<file path="src/rtl/alu_pkg.sv">
// Shared definitions for alu_seq: op codes and the control state encoding.
package alu_pkg;

  localparam logic [2:0] OP_ADD  = 3'b000;
  localparam logic [2:0] OP_SUB  = 3'b001;
  localparam logic [2:0] OP_AND  = 3'b010;
  localparam logic [2:0] OP_OR   = 3'b011;
  localparam logic [2:0] OP_XOR  = 3'b100;
  localparam logic [2:0] OP_SLT  = 3'b101;
  localparam logic [2:0] OP_MUL  = 3'b110;
  localparam logic [2:0] OP_RSVD = 3'b111;

  typedef enum logic [1:0] {
    IDLE = 2'd0,
    EXEC = 2'd1,
    DONE = 2'd2
  } state_t;

endpackage

</file>
<file path="src/rtl/addsub_nbit.sv">
// WIDTH-bit add/subtract: subtraction is a + ~b + 1 through the same carry chain.
// Overflow is the signed overflow of the effective (possibly inverted) operands.
module addsub_nbit #(
  parameter int unsigned WIDTH = 4
) (
  input  logic [WIDTH-1:0] i_a,
  input  logic [WIDTH-1:0] i_b,
  input  logic             i_sub,
  output logic [WIDTH-1:0] o_sum,
  output logic             o_cout,
  output logic             o_ovf
);

  logic [WIDTH-1:0] w_b;
  logic [WIDTH:0]   w_full;

  assign w_b    = i_b ^ {WIDTH{i_sub}};
  assign w_full = {1'b0, i_a} + {1'b0, w_b} + {{WIDTH{1'b0}}, i_sub};
  assign o_sum  = w_full[WIDTH-1:0];
  assign o_cout = w_full[WIDTH];
  assign o_ovf  = (i_a[WIDTH-1] == w_b[WIDTH-1]) && (o_sum[WIDTH-1] != i_a[WIDTH-1]);

endmodule

</file>
<file path="src/rtl/alu_seq.sv">
// Handshaked WIDTH-bit ALU with registered result/flags behind a valid/ready pair.
// Define ALU_MUL_EN to enable the iterative shift-add multiply (op 110); otherwise 110 is reserved.
module alu_seq
  import alu_pkg::*;
#(
  parameter int unsigned WIDTH = 4
) (
  input  logic             i_clk,
  input  logic             i_rst,
  input  logic             i_in_valid,
  output logic             o_in_ready,
  input  logic [2:0]       i_op,
  input  logic [WIDTH-1:0] i_r1,
  input  logic [WIDTH-1:0] i_r2,
  output logic             o_out_valid,
  input  logic             i_out_ready,
  output logic [WIDTH-1:0] o_result,
  output logic             o_carry,
  output logic             o_overflow,
  output logic             o_zero,
  output logic             o_busy
);

  state_t           r_state, w_state_d;
  logic [WIDTH-1:0] r_result, w_res_new;
  logic             r_carry, r_ovf, r_zero;
  logic             w_carry_new, w_ovf_new, w_load;

  logic             w_sub;
  logic [WIDTH-1:0] w_sum;
  logic             w_cout, w_ovf, w_slt;

  // One adder serves ADD, SUB and SLT straight from the presented operands.
  assign w_sub = (i_op != OP_ADD);

  addsub_nbit #(
    .WIDTH(WIDTH)
  ) u_addsub (
    .i_a   (i_r1),
    .i_b   (i_r2),
    .i_sub (w_sub),
    .o_sum (w_sum),
    .o_cout(w_cout),
    .o_ovf (w_ovf)
  );

  assign w_slt = w_sum[WIDTH-1] ^ w_ovf;

`ifdef ALU_MUL_EN
  localparam int unsigned CW = $clog2(WIDTH + 1);

  logic [2*WIDTH-1:0] r_acc, r_mcand, w_addend, w_acc_sum;
  logic [WIDTH-1:0]   r_mplier;
  logic [CW-1:0]      r_cnt;
  logic               w_accept, w_mul_last;
  logic               w_mul_cout, w_mul_ovf, w_unused_mul;

  assign w_accept   = (r_state == IDLE) && i_in_valid;
  assign w_mul_last = (r_cnt == CW'(WIDTH));
  assign w_addend   = r_mplier[0] ? r_mcand : '0;

  addsub_nbit #(
    .WIDTH(2 * WIDTH)
  ) u_mul_add (
    .i_a   (r_acc),
    .i_b   (w_addend),
    .i_sub (1'b0),
    .o_sum (w_acc_sum),
    .o_cout(w_mul_cout),
    .o_ovf (w_mul_ovf)
  );

  // The product always fits in 2*WIDTH bits, so the wide adder's flags carry no information.
  assign w_unused_mul = w_mul_cout ^ w_mul_ovf;

  always_ff @(posedge i_clk) begin
    if (i_rst) begin
      r_acc    <= '0;
      r_mcand  <= '0;
      r_mplier <= '0;
      r_cnt    <= '0;
    end else if (w_accept) begin
      r_acc    <= '0;
      r_mcand  <= {{WIDTH{1'b0}}, i_r1};
      r_mplier <= i_r2;
      r_cnt    <= '0;
    end else if ((r_state == EXEC) && !w_mul_last) begin
      r_acc    <= w_acc_sum;
      r_mcand  <= r_mcand << 1;
      r_mplier <= r_mplier >> 1;
      r_cnt    <= r_cnt + CW'(1);
    end
  end
`endif

  always_comb begin
    w_state_d   = r_state;
    w_load      = 1'b0;
    w_res_new   = '0;
    w_carry_new = 1'b0;
    w_ovf_new   = 1'b0;
    case (r_state)
      IDLE: begin
        if (i_in_valid) begin
          w_state_d = DONE;
          w_load    = 1'b1;
          case (i_op)
            OP_ADD, OP_SUB: begin
              w_res_new   = w_sum;
              w_carry_new = w_cout;
              w_ovf_new   = w_ovf;
            end
            OP_AND: w_res_new = i_r1 & i_r2;
            OP_OR:  w_res_new = i_r1 | i_r2;
            OP_XOR: w_res_new = i_r1 ^ i_r2;
            OP_SLT: w_res_new = {{(WIDTH - 1){1'b0}}, w_slt};
`ifdef ALU_MUL_EN
            OP_MUL: begin
              w_state_d = EXEC;
              w_load    = 1'b0;
            end
`endif
            default: w_res_new = '0;
          endcase
        end
      end
`ifdef ALU_MUL_EN
      // One extra EXEC cycle after the last multiplier bit registers the product.
      EXEC: begin
        if (w_mul_last) begin
          w_state_d   = DONE;
          w_load      = 1'b1;
          w_res_new   = r_acc[WIDTH-1:0];
          w_carry_new = |r_acc[2*WIDTH-1:WIDTH];
        end
      end
`endif
      DONE: begin
        if (i_out_ready) begin
          w_state_d = IDLE;
        end
      end
      default: w_state_d = IDLE;
    endcase
  end

  always_ff @(posedge i_clk) begin
    if (i_rst) begin
      r_state  <= IDLE;
      r_result <= '0;
      r_carry  <= 1'b0;
      r_ovf    <= 1'b0;
      r_zero   <= 1'b0;
    end else begin
      r_state <= w_state_d;
      if (w_load) begin
        r_result <= w_res_new;
        r_carry  <= w_carry_new;
        r_ovf    <= w_ovf_new;
        r_zero   <= (w_res_new == '0);
      end
    end
  end

  assign o_in_ready  = (r_state == IDLE);
  assign o_out_valid = (r_state == DONE);
  assign o_busy      = (r_state != IDLE);
  assign o_result    = r_result;
  assign o_carry     = r_carry;
  assign o_overflow  = r_ovf;
  assign o_zero      = r_zero;

endmodule
</file>
<file path="config.mk">
export PLATFORM = sky130hd
export DESIGN_NAME = alu_seq
export DESIGN_NICKNAME = d
export VERILOG_FILES = /design/src/rtl/alu_pkg.sv /design/src/rtl/addsub_nbit.sv /design/src/rtl/alu_seq.sv
export SDC_FILE = /design/constraint.sdc
export NUM_CORES = 1
export LEC_CHECK = 0
export CORE_MARGIN = 2
export CORE_UTILIZATION = 35
export CTS_CLUSTER_SIZE = 25
export DETAILED_ROUTE_END_ITERATION = 8
export RECOVER_POWER = 100
export SLEW_MARGIN = 25
export SYNTH_ARGS = -nofsm -noshare
export SYNTH_HDL_FRONTEND = slang
export SYNTH_HIERARCHICAL = 1
export SYNTH_SLANG_ARGS = --single-unit
</file>
<file path="constraint.sdc">
create_clock -name i_clk -period 4.24 [get_ports i_clk]
set_input_delay 1.272 -clock i_clk [delete_from_list [all_inputs] [get_ports i_clk]]
set_output_delay 1.272 -clock i_clk [all_outputs]
set_load 0.01 [all_outputs]
</file>
==> flow_summary.json <==
{
  "outcome": "completed",
  "wl_per_instance_um": 11.5,
  "cts-buffers-inserted": 3,
  "drt-initial-drc-count": 4,
  "routed_via_count": 718,
  "endpoint_arrival_time_on_the_critical_path_ns": 4.11,
  "timing_worst_setup_path_type": "primary input to flip-flop",
  "die_w_um": 51.3,
  "crit_path_top_delay_cell": "sky130_fd_sc_hd__or3_1",
  "start_kind": "primary input",
  "worst_hold_path_type": "flip-flop to flip-flop",
  "ys_async_sr_fraction": 0,
  "layout-area-overhead-vs-synth_pct": 39.8,
  "insertion_delay_ns": 0.25,
  "cts.root.buffer_cell": "sky130_fd_sc_hd__clkbuf_4",
  "syn_inst": 93,
  "clock_sink_count": 8,
  "crit_end_element": "flip-flop",
  "netlist.top_cell.by_area": "sky130_fd_sc_hd__dfxtp_1",
  "drv_slew": 0,
  "dp_hpwl_um": 1500,
  "postLayoutCellArea_um2": 1090,
  "drt_wl_total_um": 1730,
  "timing_hold_violations_final": 0,
  "synth.distinct_cells": 26,
  "clk_transition_reported_paths_ns": 0.05,
  "p_leak_nw": 0.502,
  "cts-root-to-sink-buffers": 2,
  "grt_pass1_wl_um": 2970,
  "core_area_um2": 2170,
  "post_synthesis_sequential_element_count": 8,
  "post_route_cells_drive_above_1_share": 0.107,
  "endpoints_failing_setup": 0,
  "gr-max-usage-layer": "met2",
  "finalCritPeriodShare": 0.943,
  "grt_overflow_total": 0,
  "via_count_of_the_first_global_routing_pass": 669,
  "post-route-drc-count": 0,
  "vdd_ir_drop_max_uv": 196,
  "via_per_inst": 4.79,
  "slew_headroom": 0.527,
  "synth_enable_flop_cells": 0,
  "cp_data_required_time_ns": 4.35,
  "worstPathCellList": "clkdlybuf4s50_1 > or3_1 > xor2_1 > ha_1 > a21o_1 > a31oi_4 > mux2_4 > xnor2_1 > a2111oi_2 > a221oi_2 > nand3_1 > o32ai_1",
  "critical_path_peak_fanout": 3,
  "fin_worst_skew_ns": 0.000753,
  "power.density_nw_per_um2": 232,
  "clock_tree_from_tritoncts": "done",
  "die_area_um2": 2630,
  "layout.core_utilization": 0.504,
  "grt_antenna_before_repair": 0,
  "nets": 151,
  "post_synthesis_mean_instance_area_um2": 8.41,
  "insertedDiodeCount": 0,
  "placed_area_um2": 1080,
  "die_h_um": 51.3,
  "synth.net_count": 120,
  "synth_top_flop_cell": "sky130_fd_sc_hd__dfxtp_1",
  "rows": 17,
  "global_route.usage.met1": 0.184,
  "yosys_warnings": 6,
  "cts.repair_timing.setup_buffer_count": 0,
  "synth_area_leaders": "sky130_fd_sc_hd__dfxtp_1 (20%), sky130_fd_sc_hd__ha_1 (18%), sky130_fd_sc_hd__nor2_1 (6.7%)",
  "numPortBuffers": 24,
  "cts_hold_buffers": 0,
  "grt_max_degree": 12,
  "cts-htree-levels": 1,
  "globalRouteMet3Util": 0.0556,
  "floorplan.initialDensity": 0.360,
  "critPathMaxStageDelay_ns": 0.44,
  "post_cts.resized_instances": 0,
  "drtPass1Iterations": 3,
  "final_antenna_net_count": 0,
  "fraction_of_the_yosys_area_taken_by_sequential_cells": 0.205,
  "grt_usage": 0.148,
  "unrepaired_setup_endpoints_after_global_routing": "no",
  "boundaryPins": 25,
  "period_needed_ns": 4.00,
  "netlist_area_um2": 782,
  "gp_routability_congestion": 0.831,
  "worstMarginPinSlew_ns": 0.708,
  "max-cap-violations": 0,
  "clock.fmax_ghz": 0.250,
  "yosys_top_cell_area_share": 0.205,
  "met2_usage": 0.253
}
[stage by stage]
stage                     TNS, ns  hold WS (ns)  instances  worst slack (ns)  power [W]
after global placement          0         0.445        147            0.0263   0.000201
final                           0         0.459        150             0.240   0.000254
after floorplan                 0         0.476         93             0.283   0.000157
after detailed placement  -0.0380         0.450        147           -0.0271   0.000204
after CTS                       0         0.466        150             0.240   0.000262
after global routing            0         0.481        150            0.0908   0.000275
[cells in the mapped netlist (2+ instances only)]
library cell	instances
sky130_fd_sc_hd__ha_1	11
sky130_fd_sc_hd__nor2_1	14
sky130_fd_sc_hd__and3_1	2
sky130_fd_sc_hd__a211oi_1	4
sky130_fd_sc_hd__nand3_1	3
sky130_fd_sc_hd__a21o_1	3
sky130_fd_sc_hd__inv_1	11
sky130_fd_sc_hd__mux2_4	2
sky130_fd_sc_hd__xnor2_1	2
sky130_fd_sc_hd__buf_4	2
sky130_fd_sc_hd__xor2_1	5
sky130_fd_sc_hd__nand2_1	4
sky130_fd_sc_hd__a21oi_1	7
sky130_fd_sc_hd__dfxtp_1	8
sky130_fd_sc_hd__nor2b_1	3
sky130_fd_sc_hd__a221oi_1	2
[state kept, by name, summed over array words and instances, names as in the netlist]
signal and cells:
o_result 4, o_carry 1, o_overflow 1, o_zero 1, r_state 1
[layout by cell type (no fill, tap or decap)]
cell type                         Yosys  routed
sky130_fd_sc_hd__a32o_1               1       1
sky130_fd_sc_hd__a221oi_2             1       1
sky130_fd_sc_hd__nor2b_1              3       3
sky130_fd_sc_hd__or3_1                1       1
sky130_fd_sc_hd__mux2_1               0       1
sky130_fd_sc_hd__nand2_1              4       4
sky130_fd_sc_hd__dfxtp_1              8       8
sky130_fd_sc_hd__clkbuf_1             1       1
sky130_fd_sc_hd__clkbuf_4             0       3
sky130_fd_sc_hd__a21o_1               3       3
sky130_fd_sc_hd__a21oi_1              7       7
sky130_fd_sc_hd__a31oi_4              1       1
sky130_fd_sc_hd__dlygate4sd3_1        0      11
sky130_fd_sc_hd__fa_1                 1       1
sky130_fd_sc_hd__xnor2_1              2       2
sky130_fd_sc_hd__clkdlybuf4s50_1      0      13
sky130_fd_sc_hd__o32ai_1              1       1
sky130_fd_sc_hd__mux2_4               2       1
sky130_fd_sc_hd__nand3_1              3       3
sky130_fd_sc_hd__inv_1               11      11
sky130_fd_sc_hd__and3_1               2       2
sky130_fd_sc_hd__a221oi_1             2       2
sky130_fd_sc_hd__a2111oi_2            1       1
sky130_fd_sc_hd__ha_1                11      11
sky130_fd_sc_hd__a211oi_1             4       4
sky130_fd_sc_hd__a211oi_2             1       1
sky130_fd_sc_hd__nor2_1              14      14
sky130_fd_sc_hd__xor2_1               5       5
sky130_fd_sc_hd__buf_4                2       5
[area by class of cell]
cell class	count	area, um2
Multi-Input combinational cell	70	553
Inverter	11	41.3
Fill cell	238	1080
Clock buffer	3	22.5
Tap cell	28	35.0
Timing Repair Buffer	30	282
Sequential cell	8	160
[layer usage]
layer	part of all wire	routed length, um	vias up
met1	0.47	821	324
met4	0	0	0
met5	0	0	-
met2	0.50	864	8
met3	0.026	45	0
li1	-	-	386
[cell families after synthesis]
kind of cell	after synthesis	synth area share
fa+ha+maj	12	0.202
mux	2	0.0384
flops	8	0.205
compound gates	22	0.240
buf+inv	15	0.0832
simple gates	27	0.154
xor+xnor	7	0.0784
[path summary, 6_finish.rpt]
| kind | startpoint | end | slack, ns | cells past startpoint |
|---|---|---|---|---|
| hold / removal | o_carry | o_carry | 0.46 | 2 |
| hold reg to reg | o_carry | o_carry | 0.46 | 2 |
| setup / recovery | i_op[2] | o_zero | 0.24 | 12 |
| setup reg to reg | r_state[1] | o_carry | 2.90 | 3 |
[worst max-delay path, delay by kind of cell]
family | cells | cell delay (ns)
compound gates | 5 | 0.91
simple gates | 2 | 0.55
buf+inv | 1 | 0.41
xor+xnor | 2 | 0.33
mux | 1 | 0.33
fa+ha+maj | 1 | 0.31
[report_power, final]
| part | switching, W | leakage, nW | internal [W] |
|---|---|---|---|
| sequential | 0.00000300 | 0.0657 | 0.0000807 |
| combinational | 0.0000547 | 0.422 | 0.0000585 |
| clock | 0.0000245 | 0.0138 | 0.0000323 |
| total | 0.0000822 | 0.502 | 0.000172 |
Power figures use the tool's default switching activity.
